--- config.mk ---
export PLATFORM = sky130hd
export DESIGN_NAME = ifetch_queue
export DESIGN_NICKNAME = d
export VERILOG_FILES = /design/src/rtl/riscv_pkg.sv /design/src/rtl/ifetch_queue_chk.sv /design/src/rtl/sync_fifo.sv /design/src/rtl/ifetch_queue.sv
export SDC_FILE = /design/constraint.sdc
export NUM_CORES = 1
export LEC_CHECK = 0
export BUFFER_PORTS_ARGS = -buffer_cell sky130_fd_sc_hd__buf_2
export CORE_MARGIN = 2
export CORE_UTILIZATION = 55
export CTS_CLUSTER_DIAMETER = 150
export DETAILED_ROUTE_END_ITERATION = 6
export PLACE_DENSITY = 0.87
export SLEW_MARGIN = 20
export SYNTH_ARGS = -nofsm -noshare
export SYNTH_HDL_FRONTEND = slang
export SYNTH_SLANG_ARGS = --single-unit
--- constraint.sdc ---
create_clock -name clk -period 2.7 [get_ports clk]
set_input_delay 0.54 -clock clk [delete_from_list [all_inputs] [get_ports clk]]
set_output_delay 0.54 -clock clk [all_outputs]
set_load 0.01 [all_outputs]
--- src/rtl/riscv_pkg.sv ---
// Shared fetch-path types and helpers: instruction/PC widths, the fetch queue
// entry layout and PC arithmetic used by the fetch stage.
package riscv_pkg;

   localparam int XLEN = 32;
   localparam int ILEN = 32;
   localparam logic [ILEN-1:0] NOP_INSTR = 32'h0000_0013;

   typedef struct packed {
      logic [ILEN-1:0] instr;
      logic [XLEN-1:0] pc;
   } fetch_entry_t;

   function automatic logic [XLEN-1:0] align_pc(input logic [XLEN-1:0] pc);
      return pc & {{(XLEN-2){1'b1}}, 2'b00};
   endfunction

   function automatic logic [XLEN-1:0] next_pc(input logic [XLEN-1:0] pc);
      return pc + 32'd4;
   endfunction

endpackage

--- src/rtl/ifetch_queue_chk.sv ---
// Protocol and bookkeeping checks for ifetch_queue: response credit, queue
// space guarantee and in-flight/drop accounting balance.
module ifetch_queue_chk #(
   parameter int DEPTH  = 4,
   parameter int CW     = 3,
   parameter int IFL_CW = 2
) (
   input logic              clk,
   input logic              rst_n,
   input logic              imem_rsp_valid,
   input logic              rsp_keep,
   input logic              ifl_empty,
   input logic [CW-1:0]     outstanding,
   input logic [CW-1:0]     drop_cnt,
   input logic [CW-1:0]     occupancy,
   input logic [IFL_CW-1:0] ifl_count
);

   localparam logic [CW:0] L_DEPTH = (CW+1)'(DEPTH);

   a_rsp_needs_outstanding: assert property (@(posedge clk) disable iff (!rst_n)
      imem_rsp_valid |-> (outstanding != {CW{1'b0}}));

   a_credit_bound: assert property (@(posedge clk) disable iff (!rst_n)
      (({1'b0, occupancy} + {1'b0, outstanding}) <= L_DEPTH));

   a_inflight_balance: assert property (@(posedge clk) disable iff (!rst_n)
      ((CW'(ifl_count) + drop_cnt) == outstanding));

   a_kept_rsp_has_pc: assert property (@(posedge clk) disable iff (!rst_n)
      rsp_keep |-> !ifl_empty);

endmodule

--- src/rtl/sync_fifo.sv ---
// Synchronous FIFO with flush and occupancy count; DEPTH need not be a power
// of two. Used for the fetch queue and for the in-flight PC tracker.
module sync_fifo #(
   parameter int WIDTH = 32,
   parameter int DEPTH = 4
) (
   input  logic                   clk,
   input  logic                   rst_n,
   input  logic                   i_push,
   input  logic                   i_pop,
   input  logic                   i_flush,
   input  logic [WIDTH-1:0]       i_data,
   output logic [WIDTH-1:0]       o_data,
   output logic [$clog2(DEPTH):0] o_count,
   output logic                   o_empty
);

   localparam int PW = (DEPTH > 1) ? $clog2(DEPTH) : 1;
   localparam int CW = $clog2(DEPTH) + 1;
   localparam logic [PW-1:0] LAST = PW'(DEPTH - 1);

   logic [WIDTH-1:0] r_mem [DEPTH];
   logic [PW-1:0]    r_wr_ptr;
   logic [PW-1:0]    r_rd_ptr;
   logic [CW-1:0]    r_count;
   logic             w_wr_en;
   logic             w_rd_en;

   function automatic logic [PW-1:0] ptr_inc(input logic [PW-1:0] p);
      return (p == LAST) ? {PW{1'b0}} : p + PW'(1'b1);
   endfunction

   assign w_wr_en = i_push & ~i_flush;
   assign w_rd_en = i_pop & ~i_flush & (r_count != {CW{1'b0}});

   always_ff @(posedge clk or negedge rst_n) begin
      if (!rst_n) begin
         for (int i = 0; i < DEPTH; i++) begin
            r_mem[i] <= {WIDTH{1'b0}};
         end
      end else if (w_wr_en) begin
         r_mem[r_wr_ptr] <= i_data;
      end
   end

   // Flush only rewinds pointers; stale storage is never visible while empty.
   always_ff @(posedge clk or negedge rst_n) begin
      if (!rst_n) begin
         r_wr_ptr <= {PW{1'b0}};
         r_rd_ptr <= {PW{1'b0}};
         r_count  <= {CW{1'b0}};
      end else if (i_flush) begin
         r_wr_ptr <= {PW{1'b0}};
         r_rd_ptr <= {PW{1'b0}};
         r_count  <= {CW{1'b0}};
      end else begin
         if (w_wr_en) r_wr_ptr <= ptr_inc(r_wr_ptr);
         if (w_rd_en) r_rd_ptr <= ptr_inc(r_rd_ptr);
         r_count <= r_count + CW'(w_wr_en) - CW'(w_rd_en);
      end
   end

   assign o_data  = r_mem[r_rd_ptr];
   assign o_count = r_count;
   assign o_empty = (r_count == {CW{1'b0}});

endmodule

--- src/rtl/ifetch_queue.sv ---
// Instruction fetch stage with prefetch queue and redirect flush.
// Optional IFQ_BYPASS_EN: zero-latency response-to-decode path when queue empty.
module ifetch_queue
   import riscv_pkg::*;
#(
   parameter int              DEPTH           = 4,
   parameter logic [XLEN-1:0] RESET_PC        = 32'h0000_0000,
   parameter int              MAX_OUTSTANDING = 2
) (
   input  logic                   clk,
   input  logic                   rst_n,
   output logic                   imem_req_valid,
   input  logic                   imem_req_ready,
   output logic [XLEN-1:0]        imem_addr,
   input  logic                   imem_rsp_valid,
   input  logic [ILEN-1:0]        imem_rsp_data,
   input  logic                   redirect_valid,
   input  logic [XLEN-1:0]        redirect_pc,
   output logic                   dec_valid,
   input  logic                   dec_ready,
   output logic [ILEN-1:0]        dec_instr,
   output logic [XLEN-1:0]        dec_pc,
   output logic [$clog2(DEPTH):0] occupancy
);

   localparam int CW     = $clog2(DEPTH) + 1;
   localparam int IFL_CW = $clog2(MAX_OUTSTANDING) + 1;
   localparam logic [CW:0]   L_DEPTH = (CW+1)'(DEPTH);
   localparam logic [CW-1:0] L_MAXO  = CW'(MAX_OUTSTANDING);

   logic [XLEN-1:0]   r_fetch_pc;
   logic [CW-1:0]     r_outstanding;
   logic [CW-1:0]     r_drop_cnt;

   logic [CW-1:0]     w_occ;
   logic              w_q_empty;
   logic              w_q_push;
   logic              w_q_pop;
   fetch_entry_t      w_q_din;
   fetch_entry_t      w_q_head;
   fetch_entry_t      w_dec_entry;
   logic              w_dec_valid;
   logic [XLEN-1:0]   w_ifl_pc;
   logic [IFL_CW-1:0] w_ifl_count;
   logic              w_ifl_empty;
   logic [CW:0]       w_credit_sum;
   logic              w_req_valid;
   logic              w_req_fire;
   logic              w_rsp_drop;
   logic              w_rsp_keep;

   // Credit rule: outstanding responses always have a guaranteed queue slot.
   always_comb begin
      w_credit_sum = {1'b0, w_occ} + {1'b0, r_outstanding};
      if (rst_n && !redirect_valid && (w_credit_sum < L_DEPTH) && (r_outstanding < L_MAXO)) begin
         w_req_valid = 1'b1;
      end else begin
         w_req_valid = 1'b0;
      end
   end

   assign w_req_fire = w_req_valid & imem_req_ready;
   assign w_rsp_drop = (r_drop_cnt != {CW{1'b0}});
   assign w_rsp_keep = rst_n & imem_rsp_valid & ~w_rsp_drop & ~redirect_valid;
   assign w_q_din    = '{instr: imem_rsp_data, pc: w_ifl_pc};
   assign w_q_pop    = ~w_q_empty & dec_ready & ~redirect_valid;

`ifdef IFQ_BYPASS_EN
   logic w_byp;

   // Empty queue: the kept response is shown to decode in the same cycle.
   always_comb begin
      w_byp       = w_q_empty & w_rsp_keep;
      w_dec_valid = ~w_q_empty | w_byp;
      if (w_q_empty) begin
         w_dec_entry = w_q_din;
      end else begin
         w_dec_entry = w_q_head;
      end
      w_q_push = w_rsp_keep & ~(w_byp & dec_ready);
   end
`else
   assign w_dec_valid = ~w_q_empty;
   assign w_dec_entry = w_q_head;
   assign w_q_push    = w_rsp_keep;
`endif

   // Drop count on redirect reflects every response still owed by imem.
   always_ff @(posedge clk or negedge rst_n) begin
      if (!rst_n) begin
         r_fetch_pc    <= RESET_PC;
         r_outstanding <= {CW{1'b0}};
         r_drop_cnt    <= {CW{1'b0}};
      end else begin
         if (redirect_valid) begin
            r_fetch_pc <= align_pc(redirect_pc);
            r_drop_cnt <= r_outstanding - CW'(imem_rsp_valid);
         end else begin
            if (w_req_fire) r_fetch_pc <= next_pc(r_fetch_pc);
            if (imem_rsp_valid && w_rsp_drop) r_drop_cnt <= r_drop_cnt - CW'(1'b1);
         end
         r_outstanding <= r_outstanding + CW'(w_req_fire) - CW'(imem_rsp_valid);
      end
   end

   sync_fifo #(
      .WIDTH ($bits(fetch_entry_t)),
      .DEPTH (DEPTH)
   ) u_queue (
      .clk     (clk),
      .rst_n   (rst_n),
      .i_push  (w_q_push),
      .i_pop   (w_q_pop),
      .i_flush (redirect_valid),
      .i_data  (w_q_din),
      .o_data  (w_q_head),
      .o_count (w_occ),
      .o_empty (w_q_empty)
   );

   sync_fifo #(
      .WIDTH (XLEN),
      .DEPTH (MAX_OUTSTANDING)
   ) u_inflight (
      .clk     (clk),
      .rst_n   (rst_n),
      .i_push  (w_req_fire),
      .i_pop   (w_rsp_keep),
      .i_flush (redirect_valid),
      .i_data  (r_fetch_pc),
      .o_data  (w_ifl_pc),
      .o_count (w_ifl_count),
      .o_empty (w_ifl_empty)
   );

   ifetch_queue_chk #(
      .DEPTH  (DEPTH),
      .CW     (CW),
      .IFL_CW (IFL_CW)
   ) u_chk (
      .clk            (clk),
      .rst_n          (rst_n),
      .imem_rsp_valid (imem_rsp_valid),
      .rsp_keep       (w_rsp_keep),
      .ifl_empty      (w_ifl_empty),
      .outstanding    (r_outstanding),
      .drop_cnt       (r_drop_cnt),
      .occupancy      (w_occ),
      .ifl_count      (w_ifl_count)
   );

   assign imem_req_valid = w_req_valid;
   assign imem_addr      = r_fetch_pc;
   assign dec_valid      = w_dec_valid;
   assign dec_instr      = w_dec_entry.instr;
   assign dec_pc         = w_dec_entry.pc;
   assign occupancy      = w_occ;

endmodule

=== Word level (Yosys, flattened, before mapping) ===
Cells that the tools add are included.

* $add $sub $neg: 14
* Magnitude comparators: 8
* Equal/unequal tests: 2
* Multiplexer cells: 31
* Bitwise operators: 18
* Reduce and logical (&&, ||, !) cells: 17

{| class="wikitable"
|+ Operators by type and width
! operator !! count
|-
| $bwmux 256 || 1
|-
| $mux 32 || 6
|-
| $mux 64 || 3
|-
| $bmux 64 s2 || 1
|-
| $demux 64 s2 || 1
|-
| $bwmux 64 || 1
|-
| $add 32x3->32 const B || 1
|-
| $demux 32 s1 || 1
|-
| $mux 2 || 7
|-
| $reduce_bool 2->1 || 7
|-
| $and 1x1->1 || 11
|-
| $mux 3 || 3
|-
| $sub 3x1->3 || 3
|-
| $mux 1 || 7
|-
| $add 3x1->3 || 2
|-
| $ge 3x3->1 const B || 2
|-
| $logic_and 1x1->1 || 6
|-
| $not 2->3 || 2
|-
| $reduce_bool 3->1 || 2
|-
| $add 2x1->2 const B || 2
|-
| $add 3x3->4 || 1
|-
| $eq 2x2->1 const B || 2
|-
| $ge 2x2->1 const B || 2
|-
| $lt 4x3->1 const B || 1
|-
| 11 further kinds || 15
|}

* Register bits after elaboration: 369
* Input bits: 70
* Output and inout port bits: 101
* Logic and storage cells: 105

=== Longest topological paths before layout ===
Gate-level depths: netlist of the first run.

* Depth after elaboration: 10
* Depth in mapped cells: 11
* Gate-level depth less buffers: 10

=== Hierarchy ===
A second synthesis of the first run with hierarchy kept.

* Cell total of the unflattened synthesis: 1103
* Area, all modules: 17952.2 µm²

{| class="wikitable"
|+ By module, submodules not included
! module !! instances !! cells each !! area each (µm²)
|-
| sync_fifo at u_queue || 1 || 657 || 12722.2
|-
| sync_fifo at u_inflight || 1 || 192 || 3011.6
|-
| ifetch_queue || 1 || 254 || 2218.4
|}

=== Worst setup path after synthesis of the first run ===
Ideal clock, no wire load.

* Path type: register to register
* Start: register u_queue.r_count[2] (netlist: u_queue.o_count[2])
* End: register r_outstanding[2]
* Data arrival time: 2.422 ns
* Required time: 2.577 ns
* Slack: 0.155 ns
* Cell stages (with the launch flop): 11
* Clock period less this slack: 2.545 ns
* Cell sequence: dfrtp_1 -> ha_1 -> nor4b_2 -> nand4_1 -> buf_2 -> buf_2 -> ha_1 -> inv_1 -> ha_1 -> fa_1 -> xnor2_1

* Word-level cells in the longest chain between the ends: 8

{| class="wikitable"
|+ Ends and longest elaborated chain
! what !! RTL line !! text
|-
| from (decl) || sync_fifo.sv:25 || <nowiki>logic [CW-1:0] r_count;</nowiki>
|-
| from (signal assigned) || sync_fifo.sv:51 || <nowiki>r_count <= {CW{1'b0}};</nowiki>
|-
| from (signal assigned) || sync_fifo.sv:55 || <nowiki>r_count <= {CW{1'b0}};</nowiki>
|-
| from (signal assigned) || sync_fifo.sv:59 || <nowiki>r_count <= r_count + CW'(w_wr_en) - CW'(w_rd_en);</nowiki>
|-
| $add 3x3->4 || ifetch_queue.sv:54 || <nowiki>w_credit_sum = {1'b0, w_occ} + {1'b0, r_outstanding};</nowiki>
|-
| $lt 4x3->1 || ifetch_queue.sv:55 || <nowiki>if (rst_n && !redirect_valid && (w_credit_sum < L_DEPTH) && (r_outstanding < L_MAXO)) begin</nowiki>
|-
| $logic_and 1x1->1 (2 in series) || ifetch_queue.sv:55 ||
|-
| $mux 1 || ifetch_queue.sv:55 ||
|-
| $and 1x1->1 || ifetch_queue.sv:62 || <nowiki>assign w_req_fire = w_req_valid & imem_req_ready;</nowiki>
|-
| $add 3x1->3 || ifetch_queue.sv:102 || <nowiki>r_outstanding <= r_outstanding + CW'(w_req_fire) - CW'(imem_rsp_valid);</nowiki>
|-
| $sub 3x1->3 || ifetch_queue.sv:102 ||
|-
| to (signal assigned) || ifetch_queue.sv:92 || <nowiki>r_outstanding <= {CW{1'b0}};</nowiki>
|-
| to (signal assigned) || ifetch_queue.sv:102 ||
|-
| to (decl) || ifetch_queue.sv:32 || <nowiki>logic [CW-1:0] r_outstanding;</nowiki>
|}

Every way passes these cells.
A chain may end at the register's enable or synchronous reset.

=== Final worst setup path of the first run ===
* Start: register u_queue.r_rd_ptr[0]
* End: output dec_instr[23]

* Word-level cells in the longest chain between the ends: 4

{| class="wikitable"
|+ Ends and longest elaborated chain
! what !! RTL line !! text
|-
| from (decl) || sync_fifo.sv:24 || <nowiki>logic [PW-1:0] r_rd_ptr;</nowiki>
|-
| from (signal assigned) || sync_fifo.sv:50 || <nowiki>r_rd_ptr <= {PW{1'b0}};</nowiki>
|-
| from (signal assigned) || sync_fifo.sv:54 || <nowiki>r_rd_ptr <= {PW{1'b0}};</nowiki>
|-
| from (signal assigned) || sync_fifo.sv:58 || <nowiki>if (w_rd_en) r_rd_ptr <= ptr_inc(r_rd_ptr);</nowiki>
|-
| $not 2->3 (implied by the code) || sync_fifo.sv:63 || <nowiki>assign o_data = r_mem[r_rd_ptr];</nowiki>
|-
| $bmux 64 s2 || sync_fifo.sv:63 ||
|-
| $mux 64 (implied by the code) (2 in series) || sync_fifo.sv:63 ||
|-
| to (decl) || ifetch_queue.sv:21 || <nowiki>output logic [ILEN-1:0] dec_instr,</nowiki>
|}

Every way passes these cells. The select of a mux whose other input is x is not followed.

==> metrics.txt, run 1 <==
# TYPE chip_impl_metric gauge
chip_impl_metric{name="vias_in_the_first_global_route",unit=""} 11000
chip_impl_metric{name="detailed_place_hpwl",unit="um"} 22900
chip_impl_metric{name="synth-async-reset-ratio",unit="%"} 100
chip_impl_metric{name="cts_max_path_buffers",unit=""} 3
chip_impl_metric{name="netlist_area",unit="um2"} 15900
chip_impl_metric{name="routed-wl-met2",unit="um"} 17600
chip_impl_metric{name="buffer_ports.inserted",unit=""} 164
chip_impl_metric{name="final-hold-violation-count",unit=""} 0
chip_impl_metric{name="clock_sinks",unit=""} 355
chip_impl_metric{name="number_of_flops_mapped_to_enable_cells_by_yosys",unit=""} 0
chip_impl_metric{name="sequential_cell_area",unit="um2"} 8890
chip_impl_metric{name="wl_met3",unit="um"} 2250
chip_impl_metric{name="synth.distinct_cells",unit=""} 54
chip_impl_metric{name="via_count",unit=""} 10500
chip_impl_metric{name="antenna_left",unit=""} 0
chip_impl_metric{name="synth.ff_latch_count",unit=""} 355
chip_impl_metric{name="h-tree-depth",unit=""} 2
chip_impl_metric{name="wl_per_cell",unit="um"} 20.0
chip_impl_metric{name="grt_overflow",unit=""} 0
chip_impl_metric{name="via_per_inst",unit=""} 5.86
chip_impl_metric{name="power.density",unit="nW/um2"} 890
chip_impl_metric{name="worst_ep_arrival_time",unit="ns"} 2.01
chip_impl_metric{name="chipWidth",unit="um"} 174
chip_impl_metric{name="final_nets",unit=""} 1469
chip_impl_metric{name="irDropWorstVdd",unit="mV"} 0.481
chip_impl_info{name="final_common_cell",value="sky130_fd_sc_hd__dfrtp_1"} 1
chip_impl_metric{name="first_iter_violations",unit=""} 795
chip_impl_info{name="rsz0062_at_grt",value="false"} 1
chip_impl_metric{name="fin_setup_tns",unit="ns"} 0
chip_impl_metric{name="grt_max_degree",unit=""} 176
chip_impl_metric{name="routabilityCongestion",unit=""} 0.884
chip_impl_metric{name="worst-slew-pin-transition",unit="ns"} 0.914
chip_impl_metric{name="firstDrtPassIters",unit=""} 5
chip_impl_metric{name="ys_seq_area_share",unit="%"} 56.0
chip_impl_metric{name="grt_antenna_before_repair",unit=""} 1
chip_impl_metric{name="multi_input_area",unit="um2"} 6460
chip_impl_metric{name="clock_skew",unit="ns"} 0.0232
chip_impl_metric{name="synth-warning-count",unit=""} 0
chip_impl_metric{name="maxSlewHeadroom",unit="%"} 39.1
chip_impl_info{name="tritoncts_clock_tree",value="built"} 1
chip_impl_metric{name="cts_inserted_buffers",unit=""} 38
chip_impl_metric{name="crit_fanout",unit=""} 16
chip_impl_metric{name="ioPinCount",unit=""} 171
chip_impl_info{name="timing.setup.critical_path_class",value="flip-flop to output pin"} 1
chip_impl_metric{name="power.total",unit="mW"} 16.5
chip_impl_info{name="hold_path.class",value="primary input to asynchronous set/reset pin"} 1
chip_impl_info{name="root_buffer",value="sky130_fd_sc_hd__clkbuf_16"} 1
chip_impl_metric{name="timing.critical_path.required",unit="ns"} 2.16
chip_impl_metric{name="drc_errors_left",unit=""} 0
chip_impl_metric{name="max_cap_violations",unit=""} 0
chip_impl_metric{name="final_max_slew_viol_count",unit=""} 0
chip_impl_metric{name="initial_core_util",unit="%"} 55.6
chip_impl_metric{name="final.min_clock_period",unit="ns"} 2.55
chip_impl_metric{name="grt_first_pass_wirelength",unit="um"} 58200
chip_impl_metric{name="layout-area-overhead-vs-synth",unit="%"} 16.8
chip_impl_metric{name="chipHeight",unit="um"} 174
chip_impl_info{name="route.top_layer_used",value="met4"} 1
chip_impl_metric{name="die_area",unit="um2"} 30200
chip_impl_metric{name="core",unit="um2"} 28500
chip_impl_metric{name="synth_cells",unit=""} 1214
chip_impl_info{name="most-common-layout-cells",value="sky130_fd_sc_hd__dfrtp_1, sky130_fd_sc_hd__mux2_2, sky130_fd_sc_hd__buf_2"} 1
chip_impl_info{name="status",value="complete, no violations"} 1
chip_impl_metric{name="route.layer.met1.wl",unit="um"} 15100
chip_impl_metric{name="timing.final.crit_share",unit="%"} 94.3
chip_impl_metric{name="clock.fmax",unit="MHz"} 393
chip_impl_metric{name="cellLeakagePower",unit="nW"} 8.73
chip_impl_metric{name="routed_wirelength",unit="um"} 35900
chip_impl_metric{name="finalHoldWorstSlack",unit="ns"} 0.188
chip_impl_info{name="ys.flop_type",value="sky130_fd_sc_hd__dfrtp_1"} 1
chip_impl_metric{name="worstSkewPairLatency",unit="ns"} 0.53
chip_impl_info{name="setup.worst_path.end_class",value="output pin"} 1
chip_impl_metric{name="number_of_core_rows",unit=""} 62
chip_impl_info{name="worst_setup_path_start_kind",value="flip-flop"} 1
chip_impl_metric{name="fillCellCount",unit=""} 2090
chip_impl_metric{name="grt_use_total",unit="%"} 24.0
chip_impl_metric{name="reg2reg_depth",unit=""} 7
chip_impl_metric{name="syn_avg_cell_area",unit="um2"} 13.1
chip_impl_metric{name="final_layout_size_suffix_gt1_share",unit="%"} 37.7
chip_impl_metric{name="cts.clk_slew.worst_paths",unit="ns"} 0.06
chip_impl_metric{name="finalSetupViolCount",unit=""} 0
synth_stat cells (all sizes together), types with 2 or more instances:
cell type / number / area, um2
inv: 18 / 67.6
a221o: 2 / 20.0
mux2i: 37 / 370
a22oi: 4 / 30.0
ha: 19 / 238
fa: 2 / 40.0
mux2: 185 / 2080
or4: 2 / 15.0
a31oi: 2 / 12.5
and3: 3 / 20.0
and4: 4 / 37.5
nor3: 3 / 15.0
nand3: 19 / 108
buf: 65 / 409
xnor2: 9 / 78.8
clkinv: 2 / 7.51
clkbuf: 19 / 72.6
o21ai: 21 / 105
nor4: 3 / 31.3
and2: 7 / 45.1
nand4: 18 / 113
nand2b: 2 / 12.5
nor2: 138 / 521
nor2b: 3 / 18.8
mux4: 62 / 1400
nand2: 44 / 168
o211ai: 7 / 52.6
xor2: 13 / 114
dfrtp: 355 / 8880
a21oi: 128 / 641
or3: 6 / 38.8
cell type report:
cell class | count | share of cell area [%]
diodes | 1 | 0.0135
clock buffers | 58 | 6.29
clock inverters | 9 | 0.499
inverters | 20 | 0.405
multi-input cells | 758 | 34.8
flip-flops and latches | 355 | 47.9
well taps | 384 | 2.59
repair buffers | 205 | 7.43
worst max-delay path, stage by stage, from the launching register on:
cell	delay (ns)
sky130_fd_sc_hd__dfrtp_4	0.45
sky130_fd_sc_hd__buf_12	0.13
sky130_fd_sc_hd__buf_12	0.18
sky130_fd_sc_hd__mux4_2	0.55
sky130_fd_sc_hd__buf_2	0.16
state kept, by name (all words and copies together) (netlist names):
name / flops
u_queue.r_wr_ptr: 2
u_inflight.r_mem: 60
imem_addr: 30
u_inflight.r_wr_ptr: 1
u_inflight.o_count: 2
u_queue.o_count: 3
u_queue.r_mem: 248
u_inflight.r_rd_ptr: 1
r_outstanding: 3
r_drop_cnt: 3
u_queue.r_rd_ptr: 2
stage by stage:
step	util, %	area (um2)	std cells	worst slack (ns)
global route	64.9	18500	1789	0.0433
finish	64.9	18500	1790	0.154
detailed placement	60.2	17200	1715	0.0571
floorplan	-	15900	1217	0.155
global placement	60.2	17200	1715	0.0570
CTS	64.9	18500	1789	0.0997
layer usage:
layer / track usage (%) / vias up
li1: - / 4664
met5: 0 / -
met3: 4.10 / 72
met1: 32.7 / 5372
met4: 8.02 / 0
met2: 39.7 / 377
final timing paths:
| check | startpoint | end | slack (ns) |
|---|---|---|---|
| worst min-delay path | rst_n | u_queue.r_mem[151] | 0.19 |
| worst max register to register | r_drop_cnt[0] | u_queue.r_mem[57] | 0.20 |
| min in group clk | redirect_pc[9] | imem_addr[9] | 0.21 |
| worst min register to register | u_inflight.r_mem[25] | u_inflight.r_mem[25] | 0.48 |
| max in group asynchronous | rst_n | u_queue.r_rd_ptr[1] | 0.99 |
| worst max-delay path | u_queue.r_rd_ptr[0] | dec_instr[23] | 0.15 |
power by group:
group | total, mW | internal (mW) | switching (mW)
logic | 4.42 | 2.23 | 2.19
registers | 6.92 | 6.29 | 0.630
clock network | 5.16 | 3.08 | 2.08
kinds of logic after synthesis:
group | synth area share (%)
other cells | 0.0236
compound gates | 5.86
mux | 24.3
simple gates | 7.43
fa+ha+maj | 1.75
xor+xnor | 1.21
flops | 56.0
buf+inv | 3.51
repair_timing:
item,CTS,global route
setup buffers,6,0
gates resized for setup,0,2
gates cloned,0,0
hold buffers,1,0
endpoints found under the hold margin,7,0
endpoints found under the setup margin,43,34
Note: power is estimated with default switching activity, not from simulation.
==> run 2, diff against run 1 <==
--- a/config.mk
+++ b/config.mk
@@ -10,7 +10,7 @@
 export CORE_UTILIZATION = 55
 export CTS_CLUSTER_DIAMETER = 150
 export DETAILED_ROUTE_END_ITERATION = 6
-export PLACE_DENSITY = 0.87
+export PLACE_DENSITY_LB_ADDON = 0.12
 export SLEW_MARGIN = 20
 export SYNTH_ARGS = -nofsm -noshare
 export SYNTH_HDL_FRONTEND = slang
==> metrics.txt, run 2 (synthesis gave the netlist of run 1 again) <==
# TYPE chip_impl_metric gauge
chip_impl_info{name="rsz0062_at_grt",value="false"} 1
chip_impl_metric{name="layout-area-overhead-vs-synth",unit="%"} 17.3
chip_impl_metric{name="timing.final.crit_share",unit="%"} 93.6
chip_impl_metric{name="post-route-cell-area",unit="um2"} 18600
chip_impl_metric{name="worstSkewPairLatency",unit="ns"} 0.52
chip_impl_metric{name="worst-slew-pin-transition",unit="ns"} 0.780
chip_impl_metric{name="diodes",unit=""} 0
chip_impl_metric{name="via_per_inst",unit=""} 5.63
chip_impl_info{name="top_register",value="u_queue.r_mem"} 1
chip_impl_metric{name="timing.critical_path.required",unit="ns"} 2.16
chip_impl_metric{name="placedInstanceArea",unit="um2"} 17200
chip_impl_metric{name="worstHoldPathCells",unit=""} 3
chip_impl_metric{name="chipHeight",unit="um"} 174
chip_impl_metric{name="max_cap_violations",unit=""} 0
chip_impl_info{name="root_buffer",value="sky130_fd_sc_hd__clkbuf_16"} 1
chip_impl_metric{name="cellLeakagePower",unit="nW"} 8.75
chip_impl_metric{name="clock.fmax",unit="MHz"} 396
chip_impl_metric{name="worst_ep_arrival_time",unit="ns"} 1.99
chip_impl_metric{name="reg2reg_depth",unit=""} 8
chip_impl_metric{name="finalHoldWorstSlack",unit="ns"} 0.226
chip_impl_metric{name="first_iter_violations",unit=""} 652
chip_impl_metric{name="firstDrtPassIters",unit=""} 4
chip_impl_metric{name="final_core_utilization",unit="%"} 65.2
chip_impl_metric{name="cts_max_path_buffers",unit=""} 3
chip_impl_metric{name="initial_core_util",unit="%"} 55.6
chip_impl_info{name="status",value="complete, no violations"} 1
chip_impl_info{name="final_common_cell",value="sky130_fd_sc_hd__dfrtp_1"} 1
chip_impl_metric{name="ioPinCount",unit=""} 171
chip_impl_metric{name="irDropWorstVdd",unit="mV"} 0.483
chip_impl_info{name="hold_path_startpoint",value="redirect_pc[7]"} 1
chip_impl_metric{name="final-hold-violation-count",unit=""} 0
chip_impl_metric{name="vias_in_the_first_global_route",unit=""} 10500
chip_impl_info{name="timing.setup.critical_path_class",value="flip-flop to output pin"} 1
chip_impl_metric{name="antenna_left",unit=""} 0
chip_impl_metric{name="cts_inserted_buffers",unit=""} 38
chip_impl_metric{name="finalSetupViolCount",unit=""} 0
chip_impl_metric{name="power.total",unit="mW"} 16.5
chip_impl_metric{name="chipWidth",unit="um"} 174
chip_impl_metric{name="detailed_place_hpwl",unit="um"} 21800
chip_impl_metric{name="grt_overflow",unit=""} 0
chip_impl_metric{name="largest_reg_flops",unit=""} 248
chip_impl_metric{name="via_count",unit=""} 10100
chip_impl_metric{name="h-tree-depth",unit=""} 2
chip_impl_info{name="tritoncts_clock_tree",value="built"} 1
chip_impl_info{name="rr_startpoint",value="u_queue.o_count[1]"} 1
chip_impl_metric{name="die_area",unit="um2"} 30200
chip_impl_metric{name="buffer_ports.inserted",unit=""} 164
chip_impl_metric{name="routabilityCongestion",unit=""} 0.908
chip_impl_metric{name="fin_setup_tns",unit="ns"} 0
chip_impl_info{name="hold_end",value="imem_addr[7]"} 1
chip_impl_metric{name="core",unit="um2"} 28500
chip_impl_info{name="most-common-layout-cells",value="sky130_fd_sc_hd__dfrtp_1, sky130_fd_sc_hd__mux2_2, sky130_fd_sc_hd__buf_2"} 1
chip_impl_info{name="worst_setup_path_start_kind",value="flip-flop"} 1
chip_impl_metric{name="drc_errors_left",unit=""} 0
chip_impl_metric{name="power.density",unit="nW/um2"} 888
chip_impl_metric{name="finish.cell_count_without_fillers",unit=""} 1792
chip_impl_metric{name="fillCellCount",unit=""} 2238
chip_impl_metric{name="grt_antenna_before_repair",unit=""} 1
chip_impl_metric{name="clock_sinks",unit=""} 355
chip_impl_metric{name="grt_use_total",unit="%"} 23.2
chip_impl_metric{name="final.min_clock_period",unit="ns"} 2.53
chip_impl_info{name="rr_endpoint",value="u_inflight.r_mem[4]"} 1
chip_impl_metric{name="number_of_core_rows",unit=""} 62
chip_impl_metric{name="final_nets",unit=""} 1472
chip_impl_metric{name="clock_skew",unit="ns"} 0.00700
chip_impl_metric{name="cts.clk_slew.worst_paths",unit="ns"} 0.06
chip_impl_metric{name="wl_per_cell",unit="um"} 18.9
chip_impl_metric{name="grt_max_degree",unit=""} 145
chip_impl_metric{name="numPlacedInstances",unit=""} 1718
chip_impl_metric{name="crit_fanout",unit=""} 10
chip_impl_info{name="setup.worst_path.end_class",value="output pin"} 1
chip_impl_metric{name="routed_wirelength",unit="um"} 33900
chip_impl_metric{name="final_max_slew_viol_count",unit=""} 0
chip_impl_metric{name="layout_setup_ws",unit="ns"} 0.174
chip_impl_metric{name="grt_first_pass_wirelength",unit="um"} 56700
chip_impl_metric{name="dpl_worst_slack",unit="ns"} -0.0470
chip_impl_metric{name="ff2ff_setup_slack",unit="ns"} 0.27
chip_impl_metric{name="final_layout_size_suffix_gt1_share",unit="%"} 37.6
chip_impl_info{name="hold_path.class",value="primary input to flip-flop"} 1
chip_impl_metric{name="maxSlewHeadroom",unit="%"} 48.0
==> run 2: worst max-delay path, stage by stage, from the launching register on <==
cell                      delay (ns)
sky130_fd_sc_hd__dfrtp_4        0.45
sky130_fd_sc_hd__buf_4          0.17
sky130_fd_sc_hd__buf_12         0.16
sky130_fd_sc_hd__mux4_2         0.53
sky130_fd_sc_hd__buf_2          0.16
==> run 2: timing repair <==
item / CTS / global route
resized for setup: 1 / 2
setup buffers: 6 / 0
setup endpoints to repair: 48 / 11
hold buffers: 1 / 0
endpoints found under the hold margin: 6 / 0
==> run 2: worst max-delay path by stage <==
| stage | to | depth (start not counted) | slack (ns) | startpoint |
|---|---|---|---|---|
| after CTS | dec_pc[19] | 4 | 0.15 | u_queue.r_rd_ptr[0] |
| after global routing | u_inflight.r_mem[4] | 9 | 0.06 | rst_n |
| after global placement | imem_addr[19] | 8 | 0.04 | rst_n |
| final | dec_pc[19] | 4 | 0.17 | u_queue.r_rd_ptr[0] |
| after floorplan | r_outstanding[2] | 10 | 0.16 | u_queue.o_count[2] |
| after detailed placement | imem_addr[4] | 8 | -0.05 | rst_n |
==> run 2: power by group <==
part	switching, mW	internal (mW)
clock network	2.05	3.25
logic	2.10	2.26
registers	0.587	6.29
==> run 2: layout make-up <==
type                    instances  area [um2]  area share, %
well taps                     384         480           2.58
clock buffers                  58        1160           6.23
repair buffers                208        1420           7.64
multi-input cells             758        6460           34.7
clock inverters                 9         124          0.665
flip-flops and latches        355        8890           47.8
inverters                      20        78.8          0.423
==> run 2: metal layers <==
metal	up-vias	part of all wire, %	GRT usage [%]
li1	4672	-	-
met5	-	0.038	0
met2	233	47	36.2
met3	49	4.7	4.01
met1	5127	47	34.2
met4	2	1.9	6.16
